### src/rtl/ele_ctrl_nfloor.sv
// ele_ctrl_nfloor: N-floor SCAN elevator controller.
// Latches hall/car key presses, serves them in SCAN order, and times travel
// and door phases from a shared 100 ms prescaler.
// Optional build macro ELE_DOOR_HOLD_EN adds the door_hold input.
module ele_ctrl_nfloor #(
    parameter int FLOORS   = 4,
    parameter int TICK_DIV = 5000000,
    parameter int TRAVEL_T = 20,
    parameter int DOOR_T   = 30,
    parameter int BEEP_T   = 2
) (
    input  logic                                             clk,
    input  logic                                             sysclr_n,
    input  logic                                             en,
`ifdef ELE_DOOR_HOLD_EN
    input  logic                                             door_hold,
`endif
    input  logic [FLOORS-1:0]                                key,
    output logic [FLOORS-1:0]                                led,
    output logic [((FLOORS > 1) ? $clog2(FLOORS) : 1)-1:0]   floor_disp,
    output logic                                             state_up,
    output logic                                             state_down,
    output logic                                             state_stay,
    output logic                                             door_open,
    output logic                                             beep_en,
    output logic [3:0]                                       cnt_s_disp,
    output logic [3:0]                                       cnt_ms_disp
);

    localparam int FW = (FLOORS > 1) ? $clog2(FLOORS) : 1;
    localparam int PW = (TICK_DIV > 1) ? $clog2(TICK_DIV) : 1;
    localparam logic [PW-1:0] PRESC_MAX = PW'(TICK_DIV - 1);
    localparam logic [6:0]    TRAVEL_LD = 7'(TRAVEL_T);
    localparam logic [6:0]    DOOR_LD   = 7'(DOOR_T);
    localparam logic [6:0]    BEEP_LIM  = 7'(BEEP_T);

    typedef enum logic [1:0] {
        S_IDLE,
        S_MOVE_UP,
        S_MOVE_DOWN,
        S_DOOR
    } state_t;

    state_t            state_q, state_d;
    logic [FW-1:0]     floor_q, floor_d;
    logic              dir_q, dir_d;          // 1 = up
    logic [FLOORS-1:0] req_q, req_d;
    logic [FLOORS-1:0] key_q;
    logic [6:0]        timer_q, timer_d;
    logic [PW-1:0]     presc_q, presc_d;
    logic [6:0]        beep_q, beep_d;        // ticks elapsed in the current door phase

    logic              up_q, down_q, stay_q, door_q, buzz_q;
    logic [3:0]        dig_s_q, dig_ms_q;

    logic [FLOORS-1:0] press;
    logic              active, tick, up_pend, dn_pend, own_press;
    logic [FW-1:0]     nf;

    // Next-state: key edges, request latch, prescaler, phase timer and SCAN decisions
    always_comb begin
        press     = key & ~key_q;
        active    = (state_q != S_IDLE);
        tick      = en && active && (presc_q == PRESC_MAX);
        nf        = (state_q == S_MOVE_UP) ? floor_q + 1'b1 : floor_q - 1'b1;
        own_press = en && press[floor_q] && (state_q == S_IDLE || state_q == S_DOOR);

        up_pend = 1'b0;
        dn_pend = 1'b0;
        for (int unsigned i = 0; i < FLOORS; i++) begin
            if (req_q[i] && (i > 32'(floor_q))) up_pend = 1'b1;
            if (req_q[i] && (i < 32'(floor_q))) dn_pend = 1'b1;
        end

        state_d = state_q;
        floor_d = floor_q;
        dir_d   = dir_q;
        timer_d = timer_q;
        beep_d  = beep_q;
        presc_d = (en && active) ? (tick ? '0 : presc_q + 1'b1) : presc_q;
        req_d   = req_q | press;
        if (own_press) req_d[floor_q] = req_q[floor_q];

        case (state_q)
            S_IDLE: begin
                if (en) begin
                    // A request for the current floor (latched while frozen) opens the door
                    if (req_q[floor_q]) begin
                        req_d[floor_q] = 1'b0;
                        state_d = S_DOOR;
                        timer_d = DOOR_LD;
                        presc_d = '0;
                        beep_d  = '0;
                    end else if (up_pend && (dir_q || !dn_pend)) begin
                        state_d = S_MOVE_UP;
                        dir_d   = 1'b1;
                        timer_d = TRAVEL_LD;
                        presc_d = '0;
                    end else if (dn_pend) begin
                        state_d = S_MOVE_DOWN;
                        dir_d   = 1'b0;
                        timer_d = TRAVEL_LD;
                        presc_d = '0;
                    end
                end
            end
            S_MOVE_UP, S_MOVE_DOWN: begin
                if (tick) begin
                    if (timer_q <= 7'd1) begin
                        floor_d = nf;
                        dir_d   = (state_q == S_MOVE_UP);
                        if (req_q[nf] || press[nf]) begin
                            req_d[nf] = 1'b0;
                            state_d   = S_DOOR;
                            timer_d   = DOOR_LD;
                            beep_d    = '0;
                        end else begin
                            timer_d = TRAVEL_LD;
                        end
                    end else begin
                        timer_d = timer_q - 1'b1;
                    end
                end
            end
            S_DOOR: begin
                if (tick) begin
                    if (beep_q < BEEP_LIM) beep_d = beep_q + 1'b1;
`ifdef ELE_DOOR_HOLD_EN
                    if (door_hold) timer_d = DOOR_LD; else
`endif
                    if (timer_q <= 7'd1) begin
                        if (dir_q ? up_pend : dn_pend) begin
                            state_d = dir_q ? S_MOVE_UP : S_MOVE_DOWN;
                            timer_d = TRAVEL_LD;
                        end else if (dir_q ? dn_pend : up_pend) begin
                            state_d = dir_q ? S_MOVE_DOWN : S_MOVE_UP;
                            dir_d   = !dir_q;
                            timer_d = TRAVEL_LD;
                        end else begin
                            state_d = S_IDLE;
                            timer_d = '0;
                        end
                    end else begin
                        timer_d = timer_q - 1'b1;
                    end
                end
            end
            default: state_d = S_IDLE;
        endcase

        // Pressing the key of the floor we stand at (re)opens the door and restarts the beep
        if (own_press) begin
            state_d = S_DOOR;
            timer_d = DOOR_LD;
            presc_d = '0;
            beep_d  = '0;
        end
    end

    // State, request and timer registers; outputs registered from next-state values
    always_ff @(posedge clk or negedge sysclr_n) begin
        if (!sysclr_n) begin
            state_q  <= S_IDLE;
            floor_q  <= '0;
            dir_q    <= 1'b1;
            req_q    <= '0;
            key_q    <= '0;
            timer_q  <= '0;
            presc_q  <= '0;
            beep_q   <= '0;
            up_q     <= 1'b0;
            down_q   <= 1'b0;
            stay_q   <= 1'b1;
            door_q   <= 1'b0;
            buzz_q   <= 1'b0;
            dig_s_q  <= '0;
            dig_ms_q <= '0;
        end else begin
            state_q  <= state_d;
            floor_q  <= floor_d;
            dir_q    <= dir_d;
            req_q    <= req_d;
            key_q    <= key;
            timer_q  <= timer_d;
            presc_q  <= presc_d;
            beep_q   <= beep_d;
            up_q     <= (state_d == S_MOVE_UP);
            down_q   <= (state_d == S_MOVE_DOWN);
            stay_q   <= !(state_d == S_MOVE_UP || state_d == S_MOVE_DOWN);
            door_q   <= (state_d == S_DOOR);
            buzz_q   <= (state_d == S_DOOR) && (beep_d < BEEP_LIM);
            dig_s_q  <= (state_d == S_IDLE) ? 4'd0 : 4'(timer_d / 7'd10);
            dig_ms_q <= (state_d == S_IDLE) ? 4'd0 : 4'(timer_d % 7'd10);
        end
    end

    assign led         = req_q;
    assign floor_disp  = floor_q;
    assign state_up    = up_q;
    assign state_down  = down_q;
    assign state_stay  = stay_q;
    assign door_open   = door_q;
    assign beep_en     = buzz_q;
    assign cnt_s_disp  = dig_s_q;
    assign cnt_ms_disp = dig_ms_q;

endmodule
### config.mk
export PLATFORM = sky130hd
export DESIGN_NAME = ele_ctrl_nfloor
export DESIGN_NICKNAME = d
export VERILOG_FILES = /design/src/rtl/ele_ctrl_nfloor.sv
export SDC_FILE = /design/constraint.sdc
export NUM_CORES = 1
export LEC_CHECK = 0
export BUFFER_PORTS_ARGS = -buffer_cell sky130_fd_sc_hd__buf_2
export CAP_MARGIN = 40
export CELL_PAD_IN_SITES_DETAIL_PLACEMENT = 0
export CELL_PAD_IN_SITES_GLOBAL_PLACEMENT = 1
export CORE_ASPECT_RATIO = 0.8
export CORE_UTILIZATION = 47
export DETAILED_ROUTE_END_ITERATION = 8
export PLACE_DENSITY_LB_ADDON = 0.1
export SLEW_MARGIN = 10
export SYNTH_ARGS = -nofsm -noshare
export SYNTH_HDL_FRONTEND = slang
export SYNTH_SLANG_ARGS = --single-unit
### constraint.sdc
create_clock -name clk -period 5.8 [get_ports clk]
set_input_delay 1.16 -clock clk [delete_from_list [all_inputs] [get_ports clk]]
set_output_delay 1.16 -clock clk [all_outputs]
set_load 0.02 [all_outputs]
==> reports/metrics.yaml <==
sta:
  slew_viol_final: 0
  worst-slew-pin-transition_ns: 0.800
  rsz0062_at_grt: "no"
  maxSlewHeadroom_pct: 46.7
  post-route-period-util_pct: 85.8
  fin_hold_ws_ns: 0.502
  fmax_ghz: 0.201
  finalSetupTns_ns: 0
  skew_ns: 0.00815
  hold_viol: 0
  setup-violations-final: 0
  period_needed_ns: 4.98
placed_design:
  dp_hpwl_mm: 6.72
  io_buffers: 25
  gp_congestion: 0.838
yosys:
  synth.area.mux_share_pct: 2.17
  synth.yosys.seq_area_share_pct: 39.0
  synth.distinct_cells: 69
  synth_top_family_by_area: "simple AND/OR/NAND/NOR gates"
  synthesis.area_um2: 4040
  async_flop_share_pct: 100
  synth_edf_count: 0
  synth_cells: 453
  yosysWarnings: 0
  syn-num-nets: 478
  synth_compound_area_share_pct: 16.5
  synth_area_per_cell_um2: 8.93
  synth_simple_gate_area_share_pct: 26.2
  synth_adder_area_share_pct: 5.57
  yosys.area.top_type: "dfrtp_1"
  yosysTopAreaCellShare_pct: 37.7
  ys.flop_type: "dfrtp_1"
  synth_xor_area_share_pct: 6.28
  synth.area.top_cells: "dfrtp_1 38%, ha_1 5.6%, nor2_1 5.3%"
  synth_seq_cells: 63
critical_path:
  startpoint: "en"
  critPathLaunchType: "primary input"
  crit_fanout: 12
  reg2reg_from: "floor_disp[0]"
  critPathKind: "primary input to register"
  cp_data_arrival_time_ns: 5.21
  critical_path_required_ns: 6.03
  reg2reg_slack_ns: 0.96
  reg2regPathDepth: 18
  cp-end-kind: "register"
  rr_endpoint: "cnt_ms_disp[2]"
final_layout:
  area.growth.synth_to_final_pct: 11.4
  ff_latch_area_um2: 1580
  finalNetCount: 503
  drive_gt1_share_pct: 13.9
  multiInputGateArea_um2: 2290
  num-fill-cells: 760
  antenna_cells: 0
routing:
  drt_iter0_drc: 221
  drtAntennaViolNets: 0
  wl_per_cell_um: 16.1
  num_vias: 3381
  drc_errors: 0
  via_per_inst: 5.72
  totalWireLength_mm: 9.49
  drt_first_pass_iters: 4
power_and_ir_drop:
  power-per-cell-area_nw_per_um2: 551
  power.leakage_nw: 1.99
  peakVddDrop_mv: 0.504
clock_network:
  htreeDepth: 3
  postCtsSetupBuffers: 0
  cts_sinks: 63
  cts_tree: "built"
  clk-insertion-delay-late_ns: 0.35
  cts_hold_buf: 0
  cts.clk_slew.worst_paths_ns: 0.07
  clockBufferDepth: 2
  cts_resized: 0
  cts-buffers-inserted: 9
  cts-root-buf: "clkbuf_8"
floorplan:
  core_region_area_um2: 8130
  ios: 26
  die_h_um: 85.0
  fp.dieW_um: 106
  initial_utilization_pct: 49.8
  rows: 29
  dieArea_um2: 8980
grt:
  grtUsageTotal_pct: 23.2
  grt_max_degree: 64
  overflow: 0
  grt_pass1_vias: 3255
  antenna_found_initial: 0
  grt_pass1_wl_mm: 16.3
outcome:
  status: "finished, final reports clean"
min_path:
  min_path_type: "register to register"
  whs_endpoint: "dir_q"
  whs_path_depth: 2
  hp-start: "dir_q"
flow_run:
  maxCapViolations: 0
Yosys cell counts, drive strengths merged, types with 3 or more instances:
cell type  instances
a211oi             4
and2               7
nand2b             8
or3                6
a31oi              4
a221oi             3
inv               24
nor3b              5
xor2              17
o21ai             20
nor2              57
o31ai              4
nor2b              7
o211ai             3
or2                4
or4                3
xnor2             12
nor4              10
nor3               8
a21oi             33
a21o               4
clkbuf            12
a21boi             3
mux4               3
ha                18
and3               7
dfrtp             61
buf                7
nand3             16
nand2             41
nand4              8
worst max-delay path by stage:
| stage | to | slack [ns] |
|---|---|---|
| global placement | cnt_ms_disp[2] | 0.64 |
| floorplan | cnt_ms_disp[2] | 1.05 |
| detailed placement | cnt_ms_disp[2] | 0.54 |
| finish | cnt_ms_disp[2] | 0.82 |
| global route | cnt_ms_disp[1] | 0.37 |
| CTS | cnt_ms_disp[2] | 0.88 |
worst max-delay path, stage by stage:
cell and delay (ns):
buf_2 0.19, and4b_1 0.31, nand4_4 0.15, nor4_1 0.28
buf_4 0.24, nor4b_4 0.34, or2_1 0.17, a21oi_1 0.07
o211ai_1 0.35, o31ai_1 0.19, a21oi_1 0.18, nor2b_1 0.08
xnor2_1 0.13, ha_1 0.29, o21ai_0 0.11, o31a_2 0.21
a21boi_1 0.10, and2_1 0.22, o41a_1 0.40
placed cells by master (no fill, tap or decap), types with 3 or more instances in the layout:
cell      Yosys  final
dfrtp_1      61     61
nor2_1       57     57
nand2_1      41     41
a21oi_1      32     32
buf_2         4     25
inv_1        24     24
o21ai_0      18     18
ha_1         18     18
xor2_1       17     17
nand3_1      15     15
xnor2_1      12     12
clkbuf_8      0     11
nand2b_1      8      8
nor3_1        8      8
buf_4         0      8
and3_1        7      7
and2_1        7      7
nand4_1       7      7
nor2b_1       7      7
or3_1         6      6
nor4_1        6      6
nor3b_1       5      5
o31ai_1       4      4
a21o_1        4      4
a31oi_1       4      4
mux4_2        3      3
or2_2         3      3
a211oi_1      3      3
o211ai_1      3      3
a221oi_1      3      3
through the flow:
step                      std cells  cell area, µm²  power (mW)  setup slack, ns  utilization, %
after CTS                       591            4500        2.48            0.882            55.4
after global routing            591            4500        2.69            0.366            55.4
after floorplan                 453            4040        1.69             1.05               -
after global placement          575            4280        2.01            0.641            52.7
after detailed placement        575            4280        2.02            0.536            52.7
final                           591            4500        2.48            0.822            55.4
cell type report:
| cell class | instances | share of cell area [%] |
|---|---|---|
| multi-input cells | 347 | 50.9 |
| flip-flops and latches | 63 | 35.1 |
| repair buffers | 33 | 4.11 |
| clock buffers | 13 | 3.53 |
| well taps | 108 | 3.00 |
| inverters | 24 | 2.00 |
| clock inverters | 3 | 1.44 |
flip-flops by register name, summed over array words and instances, names as in the netlist:
signal	count
beep_en	1
beep_q	7
cnt_ms_disp	4
cnt_s_disp	4
dir_q	1
door_open	1
floor_disp	2
key_q	4
led	4
presc_q	23
state_down	1
state_q	2
state_stay	1
state_up	1
timer_q	7
routing by layer:
metal	up-vias	share of wire (%)	track usage [%]
li1	1649	-	-
met1	1617	51	34.7
met2	100	42	33.3
met3	15	6.2	5.30
met4	0	1.3	7.07
met5	-	0	0
where the power goes:
group          internal (mW)  total (mW)  switching [mW]  leakage, nW
clock network          0.265       0.436           0.171        0.114
registers              0.541       0.619          0.0779        0.827
logic                  0.532        1.43           0.894         1.05
logic make-up after synthesis:
kind of cell,count (synthesis)
AOI/OAI and AO/OA,100
xor gates and xnor gates,29
adders and majority gates,18
buffers and inverters,43
DFF,63
muxes,5
and+or+nand+nor,195
Note: power is estimated with default switching activity, not from simulation.
